[src/rtl/ccsds_pkg.sv]
// rtl/ccsds_pkg.sv - shared constants, state type and popcount helper for CCSDS sync/PN blocks
package ccsds_pkg;

    localparam logic [31:0] ASM_DEFAULT = 32'h1ACFFC1D;
    localparam logic [7:0]  LFSR_SEED   = 8'hFF;
    // Feedback taps of x^8+x^7+x^5+x^3+1 as seen from the right-shifting register: bits 7,5,3,0
    localparam logic [7:0]  LFSR_TAPS   = 8'b1010_1001;

    typedef enum logic [1:0] {
        SEARCH = 2'd0,
        FRAME  = 2'd1,
        CHECK  = 2'd2
    } sync_state_e;

    function automatic logic [5:0] popcount32(input logic [31:0] v);
        logic [5:0] c;
        c = '0;
        for (int i = 0; i < 32; i++) begin
            c = c + {5'd0, v[i]};
        end
        return c;
    endfunction

endpackage

[src/rtl/ccsds_pn_lfsr.sv]
// rtl/ccsds_pn_lfsr.sv - CCSDS pseudo-randomizer PN generator, reseed has priority over step
module ccsds_pn_lfsr
    import ccsds_pkg::*;
(
    input  logic clk_i,
    input  logic rst_i,
    input  logic reseed_i,
    input  logic step_i,
    output logic pn_o
);

    logic [7:0] lfsr_q;
    logic [7:0] lfsr_d;

    // Next LFSR value: reseed, otherwise shift right with parity feedback into bit 7
    always_comb begin
        lfsr_d = lfsr_q;
        if (reseed_i) begin
            lfsr_d = LFSR_SEED;
        end else if (step_i) begin
            lfsr_d = {^(lfsr_q & LFSR_TAPS), lfsr_q[7:1]};
        end
    end

    // LFSR register, seeded on reset
    always_ff @(posedge clk_i) begin
        if (rst_i) begin
            lfsr_q <= LFSR_SEED;
        end else begin
            lfsr_q <= lfsr_d;
        end
    end

    assign pn_o = lfsr_q[0];

endmodule

[src/rtl/ccsds_frame_sync_derandomizer.sv]
// rtl/ccsds_frame_sync_derandomizer.sv - ASM frame sync with flywheel and per-codeblock PN derandomizer
module ccsds_frame_sync_derandomizer
    import ccsds_pkg::*;
#(
    parameter logic [31:0] ASM         = ASM_DEFAULT,
    parameter int          FRAME_BITS  = 2040,
    parameter int          ASM_MAX_ERR = 2,
    parameter int          MISS_LIMIT  = 3
) (
    input  logic clk_i,
    input  logic rst_i,
    input  logic bit_i,
    input  logic bit_valid_i,
    output logic data_o,
    output logic data_valid_o,
    output logic frame_start_o,
    output logic frame_end_o,
    output logic locked_o,
    output logic asm_miss_o
);

    localparam logic [15:0] LAST_BIT = 16'(FRAME_BITS - 1);
    localparam logic [5:0]  MAX_ERR  = 6'(ASM_MAX_ERR);
    localparam logic [3:0]  MISS_LIM = 4'(MISS_LIMIT);

    sync_state_e state_q, state_d;
    logic [31:0] asm_sr_q, asm_sr_d;
    logic [15:0] bit_cnt_q, bit_cnt_d;
    logic [4:0]  asm_cnt_q, asm_cnt_d;
    logic [3:0]  miss_cnt_q, miss_cnt_d;
    logic        data_q, data_d;
    logic        data_valid_q, data_valid_d;
    logic        frame_start_q, frame_start_d;
    logic        frame_end_q, frame_end_d;
    logic        asm_miss_q, asm_miss_d;

    logic [31:0] next_sr;
    logic        asm_match;
    logic        lfsr_reseed;
    logic        lfsr_step;
    logic        pn;

    // Match is judged on the window that already includes the bit arriving this cycle
    assign next_sr   = {asm_sr_q[30:0], bit_i};
    assign asm_match = (popcount32(next_sr ^ ASM) <= MAX_ERR);

    ccsds_pn_lfsr u_pn_lfsr (
        .clk_i    (clk_i),
        .rst_i    (rst_i),
        .reseed_i (lfsr_reseed),
        .step_i   (lfsr_step),
        .pn_o     (pn)
    );

    // Sync state machine: next state, counters, LFSR control and registered output values
    always_comb begin
        state_d       = state_q;
        asm_sr_d      = asm_sr_q;
        bit_cnt_d     = bit_cnt_q;
        asm_cnt_d     = asm_cnt_q;
        miss_cnt_d    = miss_cnt_q;
        data_d        = 1'b0;
        data_valid_d  = 1'b0;
        frame_start_d = 1'b0;
        frame_end_d   = 1'b0;
        asm_miss_d    = 1'b0;
        lfsr_reseed   = 1'b0;
        lfsr_step     = 1'b0;

        if (bit_valid_i) begin
            asm_sr_d = next_sr;
            case (state_q)
                SEARCH: begin
                    if (asm_match) begin
                        state_d     = FRAME;
                        bit_cnt_d   = '0;
                        miss_cnt_d  = '0;
                        lfsr_reseed = 1'b1;
                    end
                end
                FRAME: begin
                    data_d        = bit_i ^ pn;
                    data_valid_d  = 1'b1;
                    frame_start_d = (bit_cnt_q == 16'd0);
                    frame_end_d   = (bit_cnt_q == LAST_BIT);
                    lfsr_step     = 1'b1;
                    if (bit_cnt_q == LAST_BIT) begin
                        state_d   = CHECK;
                        asm_cnt_d = '0;
                    end else begin
                        bit_cnt_d = bit_cnt_q + 16'd1;
                    end
                end
                CHECK: begin
                    if (asm_cnt_q == 5'd31) begin
                        if (asm_match) begin
                            miss_cnt_d = '0;
                        end else begin
                            asm_miss_d = 1'b1;
                            miss_cnt_d = miss_cnt_q + 4'd1;
                        end
                        if (!asm_match && (miss_cnt_q + 4'd1 == MISS_LIM)) begin
                            state_d = SEARCH;
                        end else begin
                            // Flywheel: assume the marker was there and start the next codeblock
                            state_d     = FRAME;
                            bit_cnt_d   = '0;
                            lfsr_reseed = 1'b1;
                        end
                    end else begin
                        asm_cnt_d = asm_cnt_q + 5'd1;
                    end
                end
                default: begin
                    state_d = SEARCH;
                end
            endcase
        end
    end

    // State, counters and output registers
    always_ff @(posedge clk_i) begin
        if (rst_i) begin
            state_q       <= SEARCH;
            asm_sr_q      <= '0;
            bit_cnt_q     <= '0;
            asm_cnt_q     <= '0;
            miss_cnt_q    <= '0;
            data_q        <= 1'b0;
            data_valid_q  <= 1'b0;
            frame_start_q <= 1'b0;
            frame_end_q   <= 1'b0;
            asm_miss_q    <= 1'b0;
        end else begin
            state_q       <= state_d;
            asm_sr_q      <= asm_sr_d;
            bit_cnt_q     <= bit_cnt_d;
            asm_cnt_q     <= asm_cnt_d;
            miss_cnt_q    <= miss_cnt_d;
            data_q        <= data_d;
            data_valid_q  <= data_valid_d;
            frame_start_q <= frame_start_d;
            frame_end_q   <= frame_end_d;
            asm_miss_q    <= asm_miss_d;
        end
    end

    assign data_o        = data_q;
    assign data_valid_o  = data_valid_q;
    assign frame_start_o = frame_start_q;
    assign frame_end_o   = frame_end_q;
    assign asm_miss_o    = asm_miss_q;
    assign locked_o      = (state_q == FRAME) || (state_q == CHECK);

endmodule

[config.mk]
export PLATFORM = sky130hd
export DESIGN_NAME = ccsds_frame_sync_derandomizer
export DESIGN_NICKNAME = d
export VERILOG_FILES = /design/src/rtl/ccsds_pkg.sv /design/src/rtl/ccsds_pn_lfsr.sv /design/src/rtl/ccsds_frame_sync_derandomizer.sv
export SDC_FILE = /design/constraint.sdc
export NUM_CORES = 1
export LEC_CHECK = 0
export BUFFER_PORTS_ARGS = -buffer_cell sky130_fd_sc_hd__buf_2
export CORE_MARGIN = 2
export CORE_UTILIZATION = 60
export CTS_BUF_LIST = sky130_fd_sc_hd__clkbuf_4 sky130_fd_sc_hd__clkbuf_8
export CTS_CLUSTER_DIAMETER = 120
export DETAILED_ROUTE_END_ITERATION = 7
export PLACE_DENSITY = 0.77
export REMOVE_ABC_BUFFERS = 1
export SLEW_MARGIN = 40
export SYNTH_ARGS = -nofsm -noshare
export SYNTH_HDL_FRONTEND = slang
export SYNTH_SLANG_ARGS = --single-unit
[constraint.sdc]
create_clock -name clk_i -period 7.5 [get_ports clk_i]
set_clock_uncertainty 0.05 [all_clocks]
set_input_delay 0.75 -clock clk_i [delete_from_list [all_inputs] [get_ports clk_i]]
set_output_delay 0.75 -clock clk_i [all_outputs]
set_load 0.02 [all_outputs]
==> impl_metrics.env <==
export IMPL_mostFrequentLayoutCell="dfxtp_1"
export IMPL_final_cell_mix="dfxtp_1, inv_1, nor2_1, mux2i_1, fa_1"
export IMPL_layout_drive_gt1_share_pct=8.824
export IMPL_drtIter0Drc=122
export IMPL_drc=0
export IMPL_worstSetupPathType="in2reg"
export IMPL_clock_root_buffer="clkbuf_8"
export IMPL_clock_sinks=71
export IMPL_maxCapViolCount=0
export IMPL_worst_slew_pin_slew_ns=0.6505
export IMPL_grt_pass1_vias=2890
export IMPL_setup_violations=0
export IMPL_postCtsHoldBufs=0
export IMPL_rsz0062_at_grt="false"
export IMPL_cts_tree="yes"
export IMPL_hold_viol=0
export IMPL_die_area_sq_um=7397
export IMPL_grt_pass1_wl_microns=13440
export IMPL_fp_row_count=29
export IMPL_p_leak_nw=1.753
export IMPL_hold_path_startpoint="u_pn_lfsr.lfsr_q[1]$_SDFFE_PP1P_"
export IMPL_die_x_microns=86.01
export IMPL_irDropWorstVdd_mv=0.1169
export IMPL_status="completed"
export IMPL_io_pin_count=10
export IMPL_rr_endpoint="bit_cnt_q[9]$_SDFFE_PP0P_"
export IMPL_hp_class="reg2reg"
export IMPL_ys_async_sr_fraction_pct=0
export IMPL_holdPathStages=2
export IMPL_gp_congestion=0.7848
export IMPL_htreeDepth=3
export IMPL_ff2ff_path_depth=20
export IMPL_drv_slew=0
export IMPL_finalNetCount=482
export IMPL_cts_buffer_depth=2
export IMPL_insertion_delay_ns=0.35
export IMPL_hpwl_microns=5355
export IMPL_grt_max_degree=49
export IMPL_vias_per_cell=5.813
export IMPL_cp_end_kind="flop"
export IMPL_io_buffer_count=9
export IMPL_start_util_pct=62.83
export IMPL_cp_start_kind="primary input"
export IMPL_synth_cell_types=53
export IMPL_hold_end="u_pn_lfsr.lfsr_q[1]$_SDFFE_PP1P_"
export IMPL_syn_inst=437
export IMPL_post_cts_resized=0
export IMPL_min_period_ns=6.336
export IMPL_drtPass1Iterations=4
export IMPL_fin_crit_sh_pct=84.48
export IMPL_synth_area_sq_um=4035
export IMPL_grtUsageTotal_pct=22.98
export IMPL_synth_top_cell_by_area="dfxtp_1"
export IMPL_area_growth_syn_to_layout_pct=7.101
export IMPL_syn_area_per_cell_sq_um=9.234
export IMPL_vias=3017
export IMPL_cts_made_buffers=9
export IMPL_antenna_found_initial=0
export IMPL_finalSetupTns_ns=0
export IMPL_design_area_sq_um=4322
export IMPL_worstPathArrival_ns=6.52
export IMPL_ff2ff_setup_slack_ns=1.20
export IMPL_grt_overflow_total=0
export IMPL_p_per_area_nw_per_um2=188.1
export IMPL_cts_setup_buffers=0
export IMPL_synth_top_area_share_pct=35.22
export IMPL_cp_max_fo=18
export IMPL_slew_limit_headroom_pct=56.52
export IMPL_die_h_microns=86.01
export IMPL_place_area_sq_um=4103
export IMPL_clkTransAtPathRegs_ns=0.08
export IMPL_diodes=0
export IMPL_synth_ff_type="dfxtp_1"
export IMPL_ant_nets=0
export IMPL_core_area_sq_um=6422
export IMPL_synth_seq_cells=71
export IMPL_synth_area_leaders="dfxtp_1, fa_1, mux2i_1, ha_1, inv_1"
export IMPL_r2r_start="asm_sr_q[8]$_SDFFE_PP0P_"
export IMPL_fmax_mhz=157.8
export IMPL_synth_edff_count=0
export IMPL_wirelength_microns=7523
export IMPL_ys_seq_area_share_pct=35.22
export IMPL_crit_required_ns=7.68
export IMPL_routedWlPerCell_microns=14.50
export IMPL_yosysWarnings=0
[area by class of cell]
class,count,area [sq um]
Sequential cell,71,1421
Clock buffer,11,151.4
Tap cell,77,96.34
Inverter,55,206.4
Fill cell,514,2101
Clock inverter,5,63.81
Timing Repair Buffer,12,77.57
Multi-Input combinational cell,288,2305
[stage by stage]
| stage | power, mW | util, % | hold WS, ns | cells | setup WS (ns) |
|---|---|---|---|---|---|
| 3_3_place_gp | 0.4883 | 63.53 | 0.4001 | 502 | 0.8097 |
| 6_report | 0.8131 | 67.29 | 0.4268 | 519 | 1.164 |
| 3_5_place_dp | 0.4945 | 63.88 | 0.4127 | 503 | 0.7984 |
| 4_1_cts | 0.8227 | 67.23 | 0.4302 | 519 | 1.147 |
| 2_1_floorplan | 0.4626 | - | 0.3897 | 414 | 1.076 |
| 5_1_grt | 0.8504 | 67.29 | 0.4495 | 519 | 0.8644 |
[power by group]
| group | total, mW | internal, mW | switching [mW] |
|---|---|---|---|
| registers | 0.388 | 0.383 | 0.00504 |
| logic | 0.0977 | 0.0378 | 0.0599 |
| clock network | 0.328 | 0.174 | 0.154 |
[critical path, cell delays in order]
cell and delay, ns:
buf_2 0.13, fa_1 0.57, fa_1 0.44, fa_1 0.49, inv_1 0.05, fa_1 0.47
fa_1 0.52, inv_1 0.05, fa_1 0.43, inv_1 0.07, ha_1 0.16, inv_1 0.06
fa_1 0.37, a211o_1 0.25, a2111o_1 0.51, a21o_1 0.37, buf_8 0.23, o41ai_4 0.27
buf_4 0.27, a21oi_1 0.06
[per-layer routing]
metal	global-route usage [%]	vias up	share of wire (%)
met3	5.582	11	4.6
li1	-	1522	-
met5	0	-	0
met2	36.29	48	48
met4	7.648	0	1.2
met1	31.04	1436	46
[sequential cells by signal (all words and copies together), names as in the netlist]
signal            flops
asm_cnt_q             5
asm_miss_o            1
asm_sr_q             31
bit_cnt_q            16
data_o                1
data_valid_o          1
frame_end_o           1
frame_start_o         1
miss_cnt_q            4
state_q               2
u_pn_lfsr.lfsr_q      8
[cells in the mapped netlist, types with 3 or more instances]
cell type  number
a2111o_1        3
nand2_1        21
xnor2_1         3
ha_1           17
buf_1           7
nand4_1         6
or3_1           3
clkbuf_1       11
and3_1          3
nor2_1         48
o21ai_0         7
nor4_1          4
fa_1           24
o31ai_1        12
dfxtp_1        71
a21oi_1        23
inv_1          55
or4_1          11
nand3_1        22
buf_6           3
nand2b_1        4
o41ai_1         4
mux2i_1        32
and4_1          5
[worst max path at each step]
stage | endpoint | start | cells after the start
2_1_floorplan | bit_cnt_q[0]$_SDFFE_PP0P_ | bit_i | 17
3_3_place_gp | bit_cnt_q[0]$_SDFFE_PP0P_ | bit_i | 19
3_5_place_dp | bit_cnt_q[4]$_SDFFE_PP0P_ | bit_i | 20
4_1_cts | bit_cnt_q[8]$_SDFFE_PP0P_ | bit_i | 19
5_1_grt | bit_cnt_q[0]$_SDFFE_PP0P_ | bit_i | 20
6_report | bit_cnt_q[9]$_SDFFE_PP0P_ | bit_i | 20
[kinds of logic (layout without fill, tap and decap cells)]
logic type      after synthesis  count (layout)  synth area share (%)
buf+inv                      78              83                 7.876
mux                          32              32                 7.938
xor+xnor                      4               4                0.8684
fa+ha+maj                    41              41                 17.18
simple gates                144             144                 19.01
compound gates               67              67                 11.91
flops                        71              71                 35.22
No activity file was read; power rests on OpenSTA's default activity.
